<file path="config.mk">
export PLATFORM = sky130hd
export DESIGN_NAME = cache_ctrl
export DESIGN_NICKNAME = d
export VERILOG_FILES = /design/src/rtl/cache_ctrl.sv
export SDC_FILE = /design/constraint.sdc
export NUM_CORES = 1
export LEC_CHECK = 0
export CAP_MARGIN = 10
export CORE_AREA = 3 3 171 173
export DETAILED_ROUTE_END_ITERATION = 8
export DIE_AREA = 0 0 174 176
export PLACE_DENSITY = 0.75
export SLEW_MARGIN = 20
export SYNTH_ARGS = -nofsm -noshare
export SYNTH_HDL_FRONTEND = slang
export SYNTH_SLANG_ARGS = --single-unit
</file>
<file path="constraint.sdc">
create_clock -name clk -period 6.9 [get_ports clk]
set_input_delay 1.38 -clock clk [delete_from_list [all_inputs] [get_ports clk]]
set_output_delay 1.38 -clock clk [all_outputs]
set_load 0.03 [all_outputs]
</file>
<file path="src/rtl/cache_ctrl.sv">
// cache_ctrl: MESI set-associative cache controller with true-LRU replacement.
// Define CACHE_STATS_EN to build the hit/miss statistics counters.
module cache_ctrl #(
  parameter  int SETS   = 16384,
  parameter  int WAYS   = 8,
  parameter  int TAG_W  = 12,
  localparam int SET_W  = $clog2(SETS),
  localparam int LRU_W  = $clog2(WAYS),
  localparam int LINE_W = TAG_W + 2 + LRU_W
) (
  input  logic                     clk,
  input  logic                     rst_n,
  input  logic                     cmd_valid,
  output logic                     cmd_ready,
  input  logic [3:0]               cmd_n,
  input  logic [31:0]              cmd_addr,
  output logic                     rd_en,
  output logic [SET_W-1:0]         rd_set,
  input  logic [WAYS*LINE_W-1:0]   rd_lines,
  output logic                     wr_en,
  output logic [SET_W-1:0]         wr_set,
  output logic [WAYS*LINE_W-1:0]   wr_lines,
  output logic                     hit,
  output logic                     miss,
  output logic [2:0]               bus_op,
  output logic                     wb_valid,
  output logic [31:0]              wb_addr,
  output logic [31:0]              hit_count,
  output logic [31:0]              miss_count
);

  localparam logic [1:0] S_IDLE   = 2'd0;
  localparam logic [1:0] S_LOOKUP = 2'd1;
  localparam logic [1:0] S_UPDATE = 2'd2;
  localparam logic [1:0] S_CLEAR  = 2'd3;

  localparam logic [1:0] ST_I = 2'd0;
  localparam logic [1:0] ST_S = 2'd1;
  localparam logic [1:0] ST_E = 2'd2;
  localparam logic [1:0] ST_M = 2'd3;

  localparam logic [2:0] BUS_NONE  = 3'd0;
  localparam logic [2:0] BUS_READ  = 3'd1;
  localparam logic [2:0] BUS_WRITE = 3'd2;
  localparam logic [2:0] BUS_INV   = 3'd3;
  localparam logic [2:0] BUS_RFO   = 3'd4;

  localparam logic [LRU_W-1:0] MRU      = LRU_W'(WAYS - 1);
  localparam logic [SET_W-1:0] LAST_SET = SET_W'(SETS - 1);

  logic [1:0]       state_q, state_d;
  logic [3:0]       cmd_q, cmd_d;
  logic [TAG_W-1:0] tag_q, tag_d;
  logic [SET_W-1:0] set_q, set_d;
  logic [SET_W-1:0] clr_q, clr_d;

  logic unused_offset;
  assign unused_offset = ^cmd_addr[5:0];

  always_comb begin
    state_d = state_q;
    cmd_d   = cmd_q;
    tag_d   = tag_q;
    set_d   = set_q;
    clr_d   = clr_q;
    case (state_q)
      S_IDLE: begin
        if (cmd_valid) begin
          cmd_d = cmd_n;
          tag_d = cmd_addr[31 -: TAG_W];
          set_d = cmd_addr[6 +: SET_W];
          clr_d = '0;
          if (cmd_n <= 4'd4 || cmd_n == 4'd9)
            state_d = S_LOOKUP;
          else if (cmd_n == 4'd8)
            state_d = S_CLEAR;
        end
      end
      S_LOOKUP: state_d = S_UPDATE;
      S_UPDATE: state_d = S_IDLE;
      S_CLEAR: begin
        clr_d = clr_q + 1'b1;
        if (clr_q == LAST_SET)
          state_d = S_IDLE;
      end
      default: state_d = S_IDLE;
    endcase
  end

  always_ff @(posedge clk or negedge rst_n) begin
    if (!rst_n) begin
      state_q <= S_IDLE;
      cmd_q   <= '0;
      tag_q   <= '0;
      set_q   <= '0;
      clr_q   <= '0;
    end else begin
      state_q <= state_d;
      cmd_q   <= cmd_d;
      tag_q   <= tag_d;
      set_q   <= set_d;
      clr_q   <= clr_d;
    end
  end

  logic [TAG_W-1:0] o_tag [WAYS];
  logic [1:0]       o_st  [WAYS];
  logic [LRU_W-1:0] o_lru [WAYS];

  always_comb begin
    for (int w = 0; w < WAYS; w++)
      {o_tag[w], o_st[w], o_lru[w]} = rd_lines[w*LINE_W +: LINE_W];
  end

  logic             match, has_inv;
  logic [LRU_W-1:0] hit_w, vic_w;

  // Descending scans so the lowest-index candidate wins.
  always_comb begin
    match   = 1'b0;
    has_inv = 1'b0;
    hit_w   = '0;
    vic_w   = '0;
    for (int w = WAYS - 1; w >= 0; w--) begin
      if (o_st[w] != ST_I && o_tag[w] == tag_q) begin
        match = 1'b1;
        hit_w = LRU_W'(w);
      end
      if (o_st[w] == ST_I) begin
        has_inv = 1'b1;
        vic_w   = LRU_W'(w);
      end
    end
    if (!has_inv) begin
      for (int w = WAYS - 1; w >= 0; w--)
        if (o_lru[w] == '0)
          vic_w = LRU_W'(w);
    end
  end

  logic is_rd, is_wr, is_sinv, is_srd, is_lkp;
  assign is_rd   = (cmd_q == 4'd0) || (cmd_q == 4'd2);
  assign is_wr   = (cmd_q == 4'd1);
  assign is_sinv = (cmd_q == 4'd3);
  assign is_srd  = (cmd_q == 4'd4);
  assign is_lkp  = is_rd || is_wr;

  logic [TAG_W-1:0] n_tag [WAYS];
  logic [1:0]       n_st  [WAYS];
  logic [LRU_W-1:0] n_lru [WAYS];
  logic [LRU_W-1:0] acc_w;
  logic             acc, wb_c;
  logic [2:0]       bus_c;

  always_comb begin
    n_tag = o_tag;
    n_st  = o_st;
    n_lru = o_lru;
    acc   = 1'b0;
    acc_w = match ? hit_w : vic_w;
    bus_c = BUS_NONE;
    wb_c  = 1'b0;
    if (state_q == S_UPDATE) begin
      unique case (1'b1)
        is_rd: begin
          acc = 1'b1;
          if (!match) begin
            n_tag[vic_w] = tag_q;
            n_st[vic_w]  = ST_E;
            bus_c        = BUS_READ;
            wb_c         = (o_st[vic_w] == ST_M);
          end
        end
        is_wr: begin
          acc         = 1'b1;
          n_st[acc_w] = ST_M;
          if (match) begin
            if (o_st[hit_w] == ST_S)
              bus_c = BUS_INV;
          end else begin
            n_tag[vic_w] = tag_q;
            bus_c        = BUS_RFO;
            wb_c         = (o_st[vic_w] == ST_M);
          end
        end
        is_sinv: begin
          if (match && o_st[hit_w] == ST_S)
            n_st[hit_w] = ST_I;
        end
        is_srd: begin
          if (match) begin
            n_st[hit_w] = ST_S;
            if (o_st[hit_w] == ST_M) begin
              bus_c = BUS_WRITE;
              wb_c  = 1'b1;
            end
          end
        end
        default: ;
      endcase
      if (acc) begin
        for (int w = 0; w < WAYS; w++)
          if (o_lru[w] > o_lru[acc_w])
            n_lru[w] = o_lru[w] - 1'b1;
        n_lru[acc_w] = MRU;
      end
    end
  end

  logic [WAYS*LINE_W-1:0] upd_lines, clr_lines;

  always_comb begin
    upd_lines = '0;
    clr_lines = '0;
    for (int w = 0; w < WAYS; w++) begin
      upd_lines[w*LINE_W +: LINE_W] = {n_tag[w], n_st[w], n_lru[w]};
      clr_lines[w*LINE_W +: LINE_W] = {{TAG_W{1'b0}}, ST_I, LRU_W'(w)};
    end
  end

  logic [TAG_W-1:0] wb_tag;
  assign wb_tag = is_srd ? tag_q : o_tag[vic_w];

  assign cmd_ready = (state_q == S_IDLE);
  assign rd_en     = (state_q == S_LOOKUP);
  assign rd_set    = set_q;
  assign wr_set    = (state_q == S_CLEAR) ? clr_q : set_q;
  assign wr_lines  = (state_q == S_CLEAR) ? clr_lines : upd_lines;
  assign wr_en     = (state_q == S_CLEAR) ||
                     (state_q == S_UPDATE && cmd_q != 4'd9 &&
                      upd_lines != rd_lines);
  assign hit       = (state_q == S_UPDATE) && is_lkp && match;
  assign miss      = (state_q == S_UPDATE) && is_lkp && !match;
  assign bus_op    = bus_c;
  assign wb_valid  = wb_c;
  assign wb_addr   = wb_c ? {wb_tag, set_q, 6'b0} : 32'd0;

`ifdef CACHE_STATS_EN
  logic [31:0] hit_cnt_q, miss_cnt_q;
  logic        clr_start;
  assign clr_start = cmd_ready && cmd_valid && (cmd_n == 4'd8);

  always_ff @(posedge clk or negedge rst_n) begin
    if (!rst_n) begin
      hit_cnt_q  <= '0;
      miss_cnt_q <= '0;
    end else if (clr_start) begin
      hit_cnt_q  <= '0;
      miss_cnt_q <= '0;
    end else begin
      if (hit)  hit_cnt_q  <= hit_cnt_q + 32'd1;
      if (miss) miss_cnt_q <= miss_cnt_q + 32'd1;
    end
  end

  assign hit_count  = hit_cnt_q;
  assign miss_count = miss_cnt_q;
`else
  assign hit_count  = 32'd0;
  assign miss_count = 32'd0;
`endif

`ifndef SYNTHESIS
  always @(posedge clk) begin
    if (rst_n && state_q == S_UPDATE && cmd_q == 4'd9)
      $display("cache_ctrl set %0h lines %h", set_q, rd_lines);
  end
`endif

endmodule

</file>
# Yosys cells after proc, flatten, opt, wreduce, memory -nomap -nowiden

Cells that the tools add are included.

Word-level logic and storage cells: 245
Flip-flop bits (word level): 46

Eq/ne operators: 26
Magnitude comparators: 15
Mux-type cells: 124
Reductions and logical operators: 53
Bitwise operators: 13
Add/sub/neg operators: 9

Operator list:

| cell                                                               | number |
|---|---|
| 96-bit two-way mux                                                 | 3 |
| 3-bit two-way mux                                                  | 55 |
| 136-bit two-way mux                                                | 1 |
| 136-bit != test                                                    | 1 |
| 96-bit bitwise mux                                                 | 1 |
| 12-bit == test                                                     | 8 |
| 16-bit two-way mux                                                 | 4 |
| 16-bit one-hot mux with 4 select lines                             | 1 |
| 12-bit two-way mux                                                 | 4 |
| 24-bit two-way mux                                                 | 2 |
| 12-bit binary-select mux with 3-bit select                         | 1 |
| 12-bit demux with 3-bit select                                     | 1 |
| 32-bit two-way mux                                                 | 1 |
| 14-bit two-way mux                                                 | 2 |
| 2-bit two-way mux                                                  | 14 |
| 14-bit one-hot mux with 2 select lines                             | 1 |
| 3-bit > comparator                                                 | 8 |
| 3-bit zero test                                                    | 8 |
| 24-bit OR                                                          | 1 |
| 3-bit by 1-bit subtractor with 3-bit output, second input constant | 8 |
| 1-bit two-way mux                                                  | 23 |
| 2-bit demux with 3-bit select                                      | 3 |
| 2-bit zero test                                                    | 9 |
| 2-bit nonzero test                                                 | 9 |
| 34 further kinds                                                   | 71 |

# Longest topological paths before layout

Depth in word-level cells: 33
Mapped depth: 24
Mapped depth without buffers: 22

# Worst setup path before layout

OpenSTA, ideal clock, no wires.

Path type: input to output
From: in rd_lines[41]
To: out wr_lines[17]
Required time: 5,520 ps
Slack: -1,251 ps
Path buffers: 3
Arrival time: 6,771 ps
Stages: 19
Cell sequence: xor2_1 -> or4b_4 -> nor4_4 -> nor4_1 -> and2_1 -> buf_6 -> mux2_4 -> buf_6 -> buf_2 -> o211ai_1 -> nand3_1 -> a311oi_1 -> ha_1 -> nor2_1 -> a32o_1 -> a21oi_1 -> and3_1 -> and2_1 -> o311ai_0

Longest elaborated chain between the ends: 18

RTL lines:

| element                                                                     | RTL line | source |
|---|---|---|
| from (decl)                                                                 | 19       | `input logic [WAYS*LINE_W-1:0] rd_lines,` |
| 12-bit == test *                                                            | 125      | `if (o_st[w] != ST_I && o_tag[w] == tag_q) begin` |
| 1-bit logical AND *                                                         | 125      |  |
| 3-bit two-way mux / 1-bit two-way mux (equally long branches) (3 in series) | 125      |  |
| 3-bit two-way mux *                                                         | 160      | `acc_w = match ? hit_w : vic_w;` |
| 3-bit inverter with 4-bit output (not written as such) *                    | 203, 205 |  |
| 3-bit binary-select mux with 3-bit select                                   | 203      | `if (o_lru[w] > o_lru[acc_w])` |
| 3-bit two-way mux (not written as such) (2 in series)                       | 203      |  |
| 3-bit > comparator                                                          | 203      |  |
| 3-bit two-way mux                                                           | 203      |  |
| 3-bit two-way mux                                                           | 201      | `if (acc) begin` |
| 3-bit two-way mux                                                           | 163      | `if (state_q == S_UPDATE) begin` |
| 24-bit OR (no line) *                                                       | n/a      |  |
| 24-bit two-way mux *                                                        | 201      |  |
| 24-bit two-way mux *                                                        | 163      |  |
| 136-bit two-way mux *                                                       | 228      | `assign wr_lines = (state_q == S_CLEAR) ? clr_lines : upd_lines;` |
| to (decl)                                                                   | 22       | `output logic [WAYS*LINE_W-1:0] wr_lines,` |

Every way passes the cells marked *; elsewhere a longest branch is shown, timed or not. The select of a mux whose other input is x is not followed.

# Final worst setup path

From: in rd_lines[23]
To: out wr_en

Longest elaborated chain between the ends: 19

RTL lines:

| element                                                                     | RTL line      | source |
|---|---|---|
| 12-bit == test                                                              | 125           |  |
| 1-bit logical AND                                                           | 125           |  |
| 3-bit two-way mux / 1-bit two-way mux (equally long branches) (2 in series) | 125           |  |
| 3-bit two-way mux                                                           | 160           |  |
| 3-bit inverter with 4-bit output (not written as such)                      | 176, 203, 205 |  |
| 3-bit binary-select mux with 3-bit select                                   | 203           |  |
| 3-bit two-way mux (not written as such) (2 in series)                       | 203           |  |
| 3-bit > comparator                                                          | 203           |  |
| 3-bit two-way mux                                                           | 203           |  |
| 3-bit two-way mux                                                           | 201           |  |
| 3-bit two-way mux                                                           | 163           |  |
| 24-bit OR (no line)                                                         | n/a           |  |
| 24-bit two-way mux                                                          | 201           |  |
| 24-bit two-way mux                                                          | 163           |  |
| 136-bit != test *                                                           | 231           | `upd_lines != rd_lines);` |
| 1-bit logical AND *                                                         | 230           | `(state_q == S_UPDATE && cmd_q != 4'd9 &&` |
| 1-bit logical OR *                                                          | 229           | `assign wr_en = (state_q == S_CLEAR) \|\|` |
| to (decl)                                                                   | 20            | `output logic wr_en,` |

Marks and branches as above.

==> summary.txt <==
======================================================================================
Count of final setup violators                                                      25
Worst path buffer plus inverter count                                                6
Post-layout power                                                            0.00348 W
Remaining number of nets flagged by the antenna check after routing                  0
Largest cells by area after synthesis                                     nand2_1 (11%), dfrtp_1 (11%), mux2i_1 (8.3%)
Clock tree from TritonCTS                                                        built
Total number of vias                                                             15987
Via count of the first global-routing pass                                       15705
Overall global routing resource usage                                            0.381
Outcome                                                                   finished with violations
Number of design rule violations left after detail routing                           0
Area of the multi-input gates                                                10500 µm²
Flip-flop and latch area                                                      1150 µm²
Count of fill cells added during filler insertion                                 2145
Drt wl/cell                                                                    23.3 µm
Number of synthesized flops with an enable pin                                       0
Total leakage power                                                            9.65 nW
Number of antenna violations at the first check in global routing                   11
Worst Path Max Fanout                                                                3
Max Clock Skew                                                              0.00688 ns
Length of the first detailed-routing pass in iterations                              6
Number of cells produced by synthesis                                             1634
Number of standard cells in the final layout excluding fillers                    2727
Area of the core                                                             27800 µm²
Chip width                                                                      174 µm
Cell Area, Synth                                                             10700 µm²
IO Pins                                                                            444
Number of nets in the finished design                                             2545
Starting density of the core                                                     0.384
Ratio of final minimum period to clock period                                     1.07
Violated checks                                                           setup timing
Root buf cell                                                                clkbuf_16
Wire length after detailed routing                                            63500 µm
CP Data Arrival Time                                                           6.04 ns
Routability congestion estimate from global placement                             1.05
Area Growth Syn to Fin                                                           89.3%
Die height                                                                      176 µm
Fraction of post-synthesis cell area in the top cell type by area                0.112
Final hold viol count                                                                0
Largest delay contributor family on the critical path                     simple AND/OR/NAND/NOR gates
Post-synthesis register bit count                                                   46
Post-detailed-route via-to-cell ratio                                             5.86
Launching instance or port of the critical path                           rd_lines[23]
Initial DRC count                                                                 1615
Critical path endpoint category                                             output pin
Crit-path max cell delay                                                       0.47 ns
Smallest hold slack                                                           0.518 ns
Async SR Flop Fraction                                                            1.00
Number of instances in the placed design                                          2658
Layout cells sized above 1                                                       0.385
Fmax achieved                                                                0.135 GHz
Level count of the clock H-tree                                                      2
Type of the worst min-delay path                                          flip-flop to flip-flop
Total number of yosys warnings                                                       0
RSZ-0062 raised after global routing                                               yes
Max IR drop VDD                                                                 185 µV
Deepest clock path buffer count                                                      2
Number of cell rows                                                                 61
Cell-by-cell trace of the critical path                                   clkdlybuf4s50_1 -> buf_4 -> xor2_1 -> or4_1 -> nor4_1 -> nor4_2 -> buf_4 -> nand3_1 -> buf_4 -> nor2_1 -> nand2_1 -> nor2_1 -> o2bb2ai_1 -> nor4_1 -> buf_4 -> o2111ai_1 -> a2111o_1 -> nor4_4 -> o2111ai_4 -> buf_12
Largest net degree at the start of global routing                                   81
Final std cell area, no fill                                                 20200 µm²
Library cell contributing the largest single delay on the critical path          or4_1
# port buffers                                                                     367
TritonCTS sink count                                                                46
Overflow left after global routing                                                   0
Req. time, crit path                                                           5.52 ns
Worst-Skew Late Latency                                                        0.30 ns
Setup ws final                                                               -0.516 ns
CTS hold repair buffers                                                              0
Worst slew margin relative to its limit                                          0.165
Most frequently used flop master after synthesis                               dfrtp_1
Max-capacitance violation count                                                      0
Worst-Margin Slew                                                              1.25 ns
Launch instance of the worst min-delay path                                  clr_q[11]
Most common cell type on the critical path                                       buf_4
Critical register-to-register path startpoint                               state_q[1]
Startpoint type of the worst setup path                                     input port
Proportion of synthesized chip area in sequential cells                          0.108
Final slew viol count                                                                0
Cell area power density                                                     172 nW/µm²
Clock buffer count from CTS                                                          5
TNS Setup                                                                     -7.71 ns
Placed cell area                                                             18200 µm²
Worst setup path category                                                 input port to output pin
Post-synthesis average cell area                                              6.53 µm²
Half-perimeter wire length after placement                                    48600 µm
Overall die area                                                             30600 µm²
Reg clk slew, reported paths                                                   0.07 ns
Global-route wire length before repair                                        92200 µm
Distinct cell type count after synthesis                                            92
Yosys top cell by area                                                         nand2_1
Post-layout minimum cycle time                                                 7.42 ns
======================================================================================
report_power, final:
group | internal [W] | switching [W]
combinational | 0.00125 | 0.00156
clock | 0.000136 | 0.000114
sequential | 0.000316 | 0.000109
total | 0.00170 | 0.00178
per-stage QoR:
step                utilization  setup slack, ns
CTS                       0.689           -0.557
floorplan                     -           -0.201
finish                    0.727           -0.516
global route              0.727           -0.697
global placement          0.654           -0.986
detailed placement        0.654            -1.08
cell type report:
type	instances	area share
antenna	11	0.00136
clock buffer	5	0.00619
inverter	31	0.00576
sequential	46	0.0570
multi-input combinational	1443	0.518
clock inverter	3	0.00124
tap	378	0.0234
timing repair buffer	810	0.387
metal layers:
layer	track usage	routed length, µm
met1	0.487	24500
met2	0.635	29600
met3	0.0529	5710
met4	0.180	3580
met5	0	7
layout by cell type, fill, tap and decap left out, drive strengths merged, types with 22 or more instances in the layout:
| cell | n |
|---|---|
| buf | 591 |
| nand2 | 319 |
| nor2 | 191 |
| clkdlybuf4s50 | 103 |
| mux2i | 92 |
| o21ai | 76 |
| a21oi | 73 |
| conb | 70 |
| xnor2 | 62 |
| nand3 | 56 |
| dlymetal6s2s | 49 |
| dfrtp | 46 |
| xor2 | 44 |
| nand4 | 38 |
| dlygate4sd2 | 38 |
| nor3 | 34 |
| nor4 | 34 |
| ha | 33 |
| inv | 32 |
| a211oi | 30 |
| and3 | 28 |
| clkbuf | 28 |
| nor2b | 24 |
| a31oi | 22 |
worst reg2reg max path, stage by stage, from the launching register on:
cell and delay [ns]:
dfrtp_1 0.47, nor2_1 0.25, and2_1 0.16, buf_4 0.34, nor2_1 0.23, o21ai_0 0.26
o31ai_1 0.10
synth_stat cells (all sizes together), types with 7 or more instances:
library cell and number:
a211oi 30, a21oi 73, o22ai 18, o21a 7
nand2 319, mux2i 92, o21ai 76, ha 33
dfrtp 46, o41ai 9, nor2b 24, xor2 44
nor2 191, nand2b 8, clkbuf 87, and3 28
inv 31, nor4 34, nand3 56, a31oi 22
a22oi 8, o211ai 15, nor3 34, xnor2 62
or2 9, and2 11, a311oi 19, buf 97
or4 12, nand4 38
registers in the layout, indices dropped and copies added, names as in the netlist:
register and cells:
cmd_q 4, tag_q 12, clr_q 14, state_q 2
rd_set 14
what timing repair did:
action / 4_1_cts / 5_1_grt
pin swaps: 77 / 96
resized for setup: 230 / 248
buffers inserted: 30 / 22
setup endpoints to repair: 53 / 56
cloned: 1 / 0
kinds of logic (layout without fill, tap and decap cells):
group / after synthesis / after routing / share of synthesized area
mux: 94 / 95 / 0.0906
other cells: 1 / 81 / 0.000351
buf+inv: 215 / 849 / 0.106
flops: 46 / 46 / 0.108
compound gates: 339 / 339 / 0.217
fa+ha+maj: 36 / 36 / 0.0417
xor+xnor: 106 / 106 / 0.0870
simple gates: 797 / 797 / 0.350
path summary, 6_finish.rpt:
check / endpoint / cells past startpoint / slack [ns]
setup / recovery: wr_en / 20 / -0.52
hold / removal: clr_q[11] / 1 / 0.52
setup reg to reg: clr_q[4] / 6 / 4.95
hold reg to reg: clr_q[11] / 1 / 0.52
max in group asynchronous: cmd_q[3] / 1 / 5.39
min in group asynchronous: tag_q[3] / 1 / 1.08
Note: power is estimated with default switching activity, not from simulation.
